[config.mk]
export PLATFORM = sky130hd
export DESIGN_NAME = um_mem_ctrl
export DESIGN_NICKNAME = d
export VERILOG_FILES = /design/src/rtl/um_mem_ctrl_pkg.sv /design/src/rtl/um_mem_ctrl_mem_copy_seq.sv /design/src/rtl/um_mem_ctrl.sv
export SDC_FILE = /design/constraint.sdc
export NUM_CORES = 1
export LEC_CHECK = 0
export CORE_MARGIN = 5
export CORE_UTILIZATION = 41
export DETAILED_ROUTE_END_ITERATION = 8
export HOLD_SLACK_MARGIN = 0.06
export PLACE_DENSITY = 0.85
export SLEW_MARGIN = 20
export SYNTH_ARGS = -nofsm -noshare
export SYNTH_HDL_FRONTEND = slang
export SYNTH_HIERARCHICAL = 1
export SYNTH_SLANG_ARGS = --single-unit
[constraint.sdc]
create_clock -name clk -period 13.9 [get_ports clk]
set_clock_uncertainty 0.2 [all_clocks]
set_input_delay 3.475 -clock clk [delete_from_list [all_inputs] [get_ports clk]]
set_output_delay 3.475 -clock clk [all_outputs]
set_load 0.01 [all_outputs]
[src/rtl/um_mem_ctrl_pkg.sv]
// Shared bus/op types for the UM memory request sequencer and its copy engine.
package um_mem_ctrl_pkg;

   typedef enum logic [1:0] {
      MEM_READ    = 2'b00,
      MEM_WRITE   = 2'b01,
      MEM_ALLOC   = 2'b10,
      MEM_SETZERO = 2'b11
   } mem_mode_t;

   typedef enum logic [1:0] {
      OP_INDEX    = 2'b00,
      OP_AMEND    = 2'b01,
      OP_ALLOC    = 2'b10,
      OP_LOADPROG = 2'b11
   } um_mem_op_t;

   typedef enum logic [2:0] {
      ST_IDLE,
      ST_RESP,
      ST_CAPTURE,
      ST_CP_READ,
      ST_CP_WRITE,
      ST_SWITCH
   } ctl_state_t;

   typedef struct packed {
      mem_mode_t   mode;
      logic [31:0] address;
      logic [31:0] offset;
      logic [31:0] data;
   } mem_in_bus_t;

   // mem_sys has no nop, so an idle bus is a harmless read of word 0
   localparam mem_in_bus_t IDLE_BUS = '{mode: MEM_READ, address: 32'd0, offset: 32'd0, data: 32'd0};

   function automatic mem_in_bus_t issue_bus(input um_mem_op_t  op,
                                             input logic [31:0] arr,
                                             input logic [31:0] off,
                                             input logic [31:0] dat,
                                             input logic        copy);
      mem_in_bus_t b;
      b = IDLE_BUS;
      case (op)
         OP_INDEX: begin
            b.address = arr;
            b.offset  = off;
         end
         OP_AMEND: begin
            b.mode    = MEM_WRITE;
            b.address = arr;
            b.offset  = off;
            b.data    = dat;
         end
         OP_ALLOC: begin
            b.mode   = MEM_ALLOC;
            b.offset = off;
         end
         default: begin
            // loading array 0 onto itself changes nothing
            if (copy) begin
               b.mode   = MEM_ALLOC;
               b.offset = off;
            end else if (arr != 32'd0) begin
               b.mode = MEM_SETZERO;
               b.data = arr;
            end
         end
      endcase
      return b;
   endfunction

endpackage

[src/rtl/um_mem_ctrl_mem_copy_seq.sv]
// Word-by-word copy engine for LOADPROG: owns the word counter, new base and CP_* sequencing.
module mem_copy_seq
   import um_mem_ctrl_pkg::*;
#(
   parameter int LEN_W = 32
) (
   input  logic             clk,
   input  logic             reset,
   input  logic             start,
   input  ctl_state_t       state,
   input  logic [31:0]      src,
   input  logic [LEN_W-1:0] len,
   input  logic [31:0]      mem_data,
   output ctl_state_t       copy_next,
   output mem_in_bus_t      copy_bus
);

   logic [LEN_W-1:0] cnt, cnt_inc;
   logic [31:0]      base_reg;

   assign cnt_inc = cnt + LEN_W'(1);

   // mem_sys answers combinationally, so leaving CAPTURE samples the ALLOC result
   always_ff @(posedge clk or posedge reset) begin
      if (reset) begin
         cnt      <= '0;
         base_reg <= '0;
      end else if (start) begin
         cnt <= '0;
      end else if (state == ST_CAPTURE) begin
         base_reg <= mem_data;
      end else if (state == ST_CP_WRITE) begin
         cnt <= cnt_inc;
      end
   end

   always_comb begin
      copy_next = ST_IDLE;
      copy_bus  = IDLE_BUS;
      case (state)
         ST_CAPTURE: copy_next = (len != '0) ? ST_CP_READ : ST_SWITCH;
         ST_CP_READ: begin
            copy_next = ST_CP_WRITE;
            copy_bus  = '{mode: MEM_READ, address: src, offset: 32'(cnt), data: 32'd0};
         end
         ST_CP_WRITE: begin
            copy_next = (cnt_inc < len) ? ST_CP_READ : ST_SWITCH;
            copy_bus  = '{mode: MEM_WRITE, address: base_reg, offset: 32'(cnt), data: mem_data};
         end
         ST_SWITCH: begin
            copy_next = ST_RESP;
            copy_bus  = '{mode: MEM_SETZERO, address: 32'd0, offset: 32'd0, data: base_reg};
         end
         default: ;
      endcase
   end

endmodule

[src/rtl/um_mem_ctrl.sv]
// UM memory request sequencer in front of mem_sys; one response pulse per op.
// UMIX_MEMCTL_COPY_EN selects the copying LOADPROG instead of the plain alias switch.
module um_mem_ctrl
   import um_mem_ctrl_pkg::*;
#(
   parameter int LEN_W         = 32,
   parameter bit RESP_ON_WRITE = 1'b1
) (
   input  logic        clk,
   input  logic        reset,
   input  logic        req_valid,
   output logic        req_ready,
   input  logic [1:0]  req_op,
   input  logic [31:0] req_array,
   input  logic [31:0] req_offset,
   input  logic [31:0] req_data,
   output mem_in_bus_t mem_bus,
   output logic        mem_en,
   input  logic [31:0] mem_data,
   output logic        resp_valid,
   output logic [31:0] resp_data,
   output logic        busy
);

   ctl_state_t  state, state_d, copy_next;
   um_mem_op_t  op_q, req_op_e;
   mem_in_bus_t bus_d, copy_bus;
   logic        accept, copy_sel, rd_op, resp_valid_d;
   logic [31:0] resp_data_d;

   assign req_op_e  = um_mem_op_t'(req_op);
   assign req_ready = (state == ST_IDLE);
   assign accept    = req_valid && req_ready;
   assign busy      = (state != ST_IDLE);
   assign mem_en    = ~reset;
   assign rd_op     = (op_q == OP_INDEX) || (op_q == OP_ALLOC);

`ifdef UMIX_MEMCTL_COPY_EN
   logic [31:0] arr_q, off_q;

   assign copy_sel = (req_op_e == OP_LOADPROG) && (req_array != 32'd0);

   always_ff @(posedge clk or posedge reset) begin
      if (reset) begin
         arr_q <= '0;
         off_q <= '0;
      end else if (accept) begin
         arr_q <= req_array;
         off_q <= req_offset;
      end
   end

   mem_copy_seq #(.LEN_W(LEN_W)) u_copy (
      .clk       (clk),
      .reset     (reset),
      .start     (accept && copy_sel),
      .state     (state),
      .src       (arr_q),
      .len       (off_q[LEN_W-1:0]),
      .mem_data  (mem_data),
      .copy_next (copy_next),
      .copy_bus  (copy_bus)
   );
`else
   assign copy_sel  = 1'b0;
   assign copy_next = ST_IDLE;
   assign copy_bus  = IDLE_BUS;
`endif

   // state holds the phase the next edge will put on the registered outputs
   always_comb begin
      state_d      = state;
      bus_d        = mem_bus;
      resp_valid_d = 1'b0;
      resp_data_d  = resp_data;
      case (state)
         ST_IDLE: begin
            bus_d = IDLE_BUS;
            if (accept) begin
               bus_d   = issue_bus(req_op_e, req_array, req_offset, req_data, copy_sel);
               state_d = copy_sel ? ST_CAPTURE : ST_RESP;
            end
         end
         ST_RESP: begin
            bus_d        = IDLE_BUS;
            state_d      = ST_IDLE;
            resp_valid_d = RESP_ON_WRITE || rd_op;
            resp_data_d  = rd_op ? mem_data : 32'd0;
         end
         default: begin
            bus_d   = copy_bus;
            state_d = copy_next;
         end
      endcase
   end

   always_ff @(posedge clk or posedge reset) begin
      if (reset) begin
         state      <= ST_IDLE;
         mem_bus    <= IDLE_BUS;
         resp_valid <= 1'b0;
         resp_data  <= '0;
         op_q       <= OP_INDEX;
      end else begin
         state      <= state_d;
         mem_bus    <= bus_d;
         resp_valid <= resp_valid_d;
         resp_data  <= resp_data_d;
         if (accept) op_q <= req_op_e;
      end
   end

endmodule

; Word-level counts from Yosys, hierarchy flattened
; Index checks and enable logic that the tools add are counted.
[classes]
eq_ne = 5
n_mux = 12
bitwise_logic = 1
n_reduce_logical = 10
[op_table]
columns = op, n
row1 = $mux 98, 2
row2 = $mux 32, 4
row3 = $pmux 32 s2, 1
row4 = $reduce_bool 32->1, 1
row5 = $mux 3, 2
row6 = $pmux 2 s3, 1
row7 = $eq 2x2->1 const B, 2
row8 = $logic_not 2->1, 2
row9 = $reduce_or 2->1, 2
row10 = $eq 3x1->1 const B, 1
row11 = $logic_not 3->1, 1
row12 = $reduce_bool 3->1, 1
row13 = $reduce_or 3->1, 1
row14 = $eq 2x1->1 const B, 1
row15 = $mux 2, 1
row16 = $ne 2x1->1 const B, 1
row17 = $logic_and 1x1->1, 1
row18 = $logic_or 1x1->1, 1
row19 = $mux 1, 1
row20 = $not 1->1, 1
[totals]
register_bits = 136
in_bits = 133
out_inout_bits = 134

; Longest topological paths before layout
; Gate-level depths: netlist of run 1.
[depth]
depth_word = 5
mapped_depth = 5
ltp_nobuf = 4

; Worst setup path before layout of run 1
; No wires, ideal clock.
[synth_timing]
path_type = input to output
startpoint = input port reset
endpoint = output port mem_en
t_arrival_ns = 6.267
required_time_ns = 10.225
path_slack_ns = 3.958
cell_stages = 1
n_path_buf = 0
path_cell_list = inv_1
[synth_between]
elab_chain_cells = 1
[synth_lines]
columns = element, line
row1 = "start, declared", um_mem_ctrl.sv:10  ; input logic reset,
row2 = $not 1->1, um_mem_ctrl.sv:35  ; assign mem_en = ~reset;
row3 = "end, declared", um_mem_ctrl.sv:18  ; output logic mem_en,
; Every way passes these cells.

; Final worst setup path of run 1
; Same ends and word-level chain as after synthesis.

==> flow_metrics.tcl, run 1 <==
set metrics [dict create \
    cellPowerDensity_nw_per_um2 126 \
    synth-main-ff-cell "dfrtp_1" \
    cts.clk_slew.worst_paths_ns 0.05 \
    synth_nets 470 \
    drive_gt1_share_pct 5.52 \
    routabilityCongestion 0.768 \
    cts_tree "done" \
    reg2reg_from "state[0]" \
    fin_crit_ns 8.72 \
    final_area_um2 8040 \
    crit_chain "clkdlybuf4s50_1 -> inv_6 -> clkdlybuf4s50_1" \
    cts_setup_buffers 0 \
    synth_edf_count 0 \
    crit_slowest_cell "clkdlybuf4s50_1" \
    cts_buffers 17 \
    synthMostInstantiatedCell "dfrtp_1" \
    required_ns 10.22 \
    cts-root-buf "clkbuf_16" \
    synthTopCellsByCount "dfrtp_1, and2_1, mux2i_1, nor2_1, a22o_1" \
    initial_utilization_pct 41.8 \
    top_usage_layer "met2" \
    stdcell_count 759 \
    place.port_buffers 266 \
    synthesis.area_um2 4770 \
    yosysTopAreaCellShare_pct 69.7 \
    path_delay_family "buffers and inverters" \
    cts_resized 0 \
    slowest_delay_ns 0.65 \
    ios 267 \
    maxCapViolCount 0 \
    setup_violations 0 \
    place_area_um2 7470 \
    asyncSetResetFlopFracSynth_pct 100 \
    grt_max_degree 70 \
    synth_warnings 6 \
    num_vias 3627 \
    viasPerCell 4.78 \
    crit_arrival_ns 5.05 \
    rows 39 \
    nets 737 \
    clock_path_buffers 2 \
    die_x_um 118 \
    cp_max_fo 66 \
    yosys-top-cells-area "dfrtp_1, and2_1, mux2i_1" \
    die_h_um 118 \
    setup_tns_ns 0 \
    routed_wl_um 14300 \
    relSlewSlack_pct 26.2 \
    rsz0062_at_grt "no" \
    grt_util_met1_pct 23.8 \
    grt_pass1_vias 4012 \
    grt-ovfl-total 0 \
    start_kind "input port" \
    min_from "state[0]" \
    clock-sinks 133 \
    yosysUniqueCellTypes 23 \
    worstSetupPathType "in2out" \
    place_ws_ns 5.13 \
    yosysTopAreaCell "dfrtp_1" \
    dp_hpwl_um 10700 \
    fillers 801 \
    reg2regPathDepth 3 \
    ys_seq_elements 133 \
    syn_area_per_cell_um2 14.2 \
    hold_viol 0 \
    htree_num_levels 4 \
    grt_pass1_wl_um 22600 \
    hold_end "resp_valid" \
    dieArea_um2 13900 \
    tightest_slew_ns 1.11 \
    diodes 0 \
    worstSkewPairLatency_ns 0.40 \
    use_met3_pct 8.84 \
    timing.critical_path.mode_cell "clkdlybuf4s50_1" \
    hp-class "reg2reg" \
    status "finished, final reports clean" \
    grtUsageMet2_pct 36.3 \
    netlist_instances 337 \
    holdBufCountCts 0 \
    layout.area.seq_um2 3330 \
    cp-end-kind "primary output" \
    hold_depth 0 \
    timing.rr.end "resp_data[9]" \
    p_leak_nw 3.66 \
    ant_nets 0 \
    grt_usage_pct 21.0 \
    setup_slack_ns 5.18 \
    placed_cells 728 \
    max_freq_ghz 0.115 \
    power_mw 1.01 \
    multiInputGateArea_um2 1280 \
    antenna_found_initial 0 \
    core_area_um2 11400 \
    ys_seq_area_share_pct 69.7 \
    areaGrowthSynthToFinish_pct 68.3 \
    slew_violations 0 \
    rrSetupSlack_ns 11.99 \
    drc 0 \
    path_buf_inv 3 \
    fin_crit_sh_pct 62.8 \
    drtIter0Drc 303 \
    drt-pass1-iter-count 4 \
    drt-wirelength-per-cell_um 18.9 \
    ir_drop_v 0.000101 \
]
## registers in the layout, summed over array words and instances, names as in the netlist
register / count
mem_bus: 98
resp_valid: 1
resp_data: 32
state: 1
op_q: 1
## layout make-up
type | instances | share of cell area, %
clock buffers | 27 | 6.14
clock inverters | 4 | 0.872
flip-flops and latches | 133 | 41.4
inverters | 3 | 0.202
repair buffers | 267 | 33.2
well taps | 143 | 2.23
multi-input cells | 182 | 16.0
## routing by layer
layer / share of wire, % / vias to the layer above
met1: 37 / 1782
met4: 1.5 / 0
met2: 53 / 167
met5: 0 / -
li1: - / 1660
met3: 8.4 / 18
## kinds of logic (layout without fill, tap and decap cells)
group	Yosys count	in the layout	synth area share, %
compound gates	35	35	6.47
flops	133	133	69.7
simple gates	115	115	13.6
buf+inv	22	301	3.49
mux	32	32	6.71
## report_power, final
group          leakage (nW)  total [mW]  switching [mW]  internal, mW
Sequential             1.78       0.426          0.0125         0.413
Combinational          1.61       0.159          0.0625        0.0960
Clock                 0.275       0.424           0.148         0.277
Total                  3.66        1.01           0.223         0.786
## placed cells by master, fill, tap and decap left out
master,n
bufinv_16,2
nor2_4,2
buf_2,1
inv_2,2
nand2b_4,1
inv_6,1
nand2_1,4
and3_1,2
clkbuf_8,3
and2_1,64
a21oi_4,1
clkinv_2,2
clkbuf_16,17
a22o_1,31
and4_1,1
o2bb2ai_1,1
nor2_1,32
dfrtp_1,133
clkdlybuf4s50_1,265
buf_4,1
a31oi_1,2
mux2i_1,32
nor4_1,8
clkbuf_1,7
nand2_4,1
## metrics by stage
stage,utilization [%],hold WS (ns)
after floorplan,-,0.257
after global placement,65.4,0.268
after detailed placement,65.4,0.286
after CTS,70.3,0.292
after global routing,70.4,0.304
final,70.4,0.291
## worst reg2reg max path, cell delays in order (launching register included)
cell and delay [ns]:
dfrtp_1 0.43, inv_2 0.28, nor2_4 0.68, a22o_1 0.25
## how the worst max path moves through the flow
stage / slack [ns] / end / cells after the start / from
2_1_floorplan: 3.96 / mem_en / 1 / reset
3_3_place_gp: 5.15 / mem_en / 3 / reset
3_5_place_dp: 5.13 / mem_en / 3 / reset
4_1_cts: 5.12 / mem_en / 3 / reset
5_1_grt: 5.04 / mem_en / 3 / reset
6_report: 5.18 / mem_en / 3 / reset
No activity file was read; power rests on OpenSTA's default activity.
==> inputs of run 2 (changes only) <==
--- a/config.mk
+++ b/config.mk
@@ -6,10 +6,10 @@
 export NUM_CORES = 1
 export LEC_CHECK = 0
 export CORE_MARGIN = 5
-export CORE_UTILIZATION = 41
+export CORE_UTILIZATION = 35
 export DETAILED_ROUTE_END_ITERATION = 8
 export HOLD_SLACK_MARGIN = 0.06
-export PLACE_DENSITY = 0.85
+export PLACE_DENSITY = 0.77
 export SLEW_MARGIN = 20
 export SYNTH_ARGS = -nofsm -noshare
 export SYNTH_HDL_FRONTEND = slang
==> constraint.sdc (replaced) <==
create_clock -name clk -period 8 [get_ports clk]
set_clock_uncertainty 0.2 [all_clocks]
set_input_delay 2 -clock clk [delete_from_list [all_inputs] [get_ports clk]]
set_output_delay 2 -clock clk [all_outputs]
set_load 0.01 [all_outputs]
==> run 2 against run 1 <==
  * Design area up 1.5%
  * Hold slack got worse by 0.023 ns
  * Clock power grew 94%
  * Flip-flop and latch count unchanged
  * Largest power group is now the clock network
  * Clock-buffer cell count down 7
  * Sequential power increased by 73%
  * Register-to-register slack got worse by 5.8 ns
  * Non-clock buffer count increased by 1
==> flow_metrics.tcl, run 2 (synthesis results as in run 1) <==
set metrics [dict create \
    tightest_slew_ns 0.799 \
    worstSetupPathType "in2out" \
    place_ws_ns 2.15 \
    grt_pass1_vias 4029 \
    cts.clk_slew.worst_paths_ns 0.05 \
    drtIter0Drc 161 \
    rsz0062_at_grt "no" \
    cellPowerDensity_nw_per_um2 225 \
    ios 267 \
    path_buf_inv 3 \
    power_mw 1.83 \
    setup_violations 0 \
    hp-class "reg2reg" \
    cts_tree "done" \
    fin_crit_sh_pct 72.6 \
    layout_common_cells "clkdlybuf4s50_1, dfrtp_1, and2_1, mux2i_1, nor2_1" \
    num_vias 3669 \
    top_regs "mem_bus (98), resp_data (32)" \
    htree_num_levels 4 \
    rows 42 \
    largest_reg_flops 98 \
    grt-ovfl-total 0 \
    rrSetupSlack_ns 6.16 \
    grt_usage_pct 18.0 \
    routed_wl_um 14200 \
    ant_nets 0 \
    whs_ns 0.269 \
    core_area_um2 13300 \
    crit_chain "clkdlybuf4s50_1 -> inv_6 -> clkdlybuf4s50_1" \
    drt-wirelength-per-cell_um 17.9 \
    drc 0 \
    maxCapViolCount 0 \
    cts_buffers 17 \
    ir_drop_v 0.000130 \
    cp_max_fo 69 \
    setup_tns_ns 0 \
    hold_viol 0 \
    grt_pass1_wl_um 22300 \
    min_from "state[0]" \
    areaGrowthSynthToFinish_pct 70.8 \
    die_h_um 127 \
    drive_gt1_share_pct 6.80 \
    required_ns 5.80 \
    diodes 0 \
    cp-end-kind "primary output" \
    hold_depth 0 \
    initial_utilization_pct 35.9 \
    clock_path_buffers 2 \
    clock-sinks 133 \
    viasPerCell 4.62 \
    die_x_um 127 \
    holdBufCountCts 0 \
    grt_max_degree 70 \
    dieArea_um2 16100 \
    worstSkewPairLatency_ns 0.40 \
    cts-root-buf "clkbuf_16" \
    dp_hpwl_um 10600 \
    timing.rr.end "resp_data[12]" \
    mostFrequentLayoutCell "clkdlybuf4s50_1" \
    status "finished, final reports clean" \
    slew_violations 0 \
    hold_end "resp_valid" \
    reg2regPathDepth 3 \
    crit_slowest_cell "clkdlybuf4s50_1" \
    largest-register "mem_bus" \
    utilization_pct 61.3 \
    fin_crit_ns 5.81 \
    antenna_found_initial 0 \
    p_leak_nw 3.69 \
    reg2reg_from "state[0]" \
    path_delay_family "buffers and inverters" \
    timing.critical_path.mode_cell "clkdlybuf4s50_1" \
    cts_resized 0 \
    max_freq_ghz 0.172 \
    crit_arrival_ns 3.61 \
    start_kind "input port" \
    drt-pass1-iter-count 4 \
    place.port_buffers 266 \
    cts_setup_buffers 0 \
    relSlewSlack_pct 46.7 \
    slowest_delay_ns 0.65 \
    nets 738 \
    routabilityCongestion 0.810 \
    setup_slack_ns 2.19 \
]
run 2: cell count changes in the layout (fill, tap and decap cells not counted):
cell,previous run,this run
buf_4,1,2
bufinv_16,2,4
clkbuf_1,7,1
clkbuf_8,3,2
clkinv_2,2,3
clkinvlp_4,0,3
inv_6,1,3
run 2: how the worst max path moves through the flow:
stage           from      to  slack (ns)  cells after the start
2_1_floorplan  reset  mem_en        1.01                      1
3_3_place_gp   reset  mem_en        2.18                      3
3_5_place_dp   reset  mem_en        2.15                      3
4_1_cts        reset  mem_en        2.15                      3
5_1_grt        reset  mem_en        2.06                      3
6_report       reset  mem_en        2.19                      3
run 2: final cells by class:
class                      instances  area [µm²]
tap                              176         220
inverter                           3        16.3
clock buffer                      20         457
sequential                       133        3330
clock inverter                    12         175
multi-input combinational        182        1280
timing repair buffer             268        2670
fill                            1072        5140
run 2: routing by layer:
layer | share of wire, % | GRT usage, % | vias to the layer above
li1 | - | - | 1669
met1 | 37 | 20.5 | 1804
met2 | 52 | 30.9 | 174
met3 | 8.8 | 6.39 | 22
met4 | 1.8 | 7.00 | 0
met5 | 0 | 0 | -
run 2: through the flow:
stage | instances | cell area [µm²]
after detailed placement | 762 | 7520
after CTS | 794 | 8150
after floorplan | 337 | 4770
after global routing | 794 | 8150
after global placement | 762 | 7520
final | 794 | 8150
run 2: power breakdown:
part	leakage (nW)	switching (mW)	internal (mW)
Combinational	1.61	0.108	0.167
Sequential	1.78	0.0207	0.718
Clock	0.303	0.283	0.538
Total	3.69	0.411	1.42
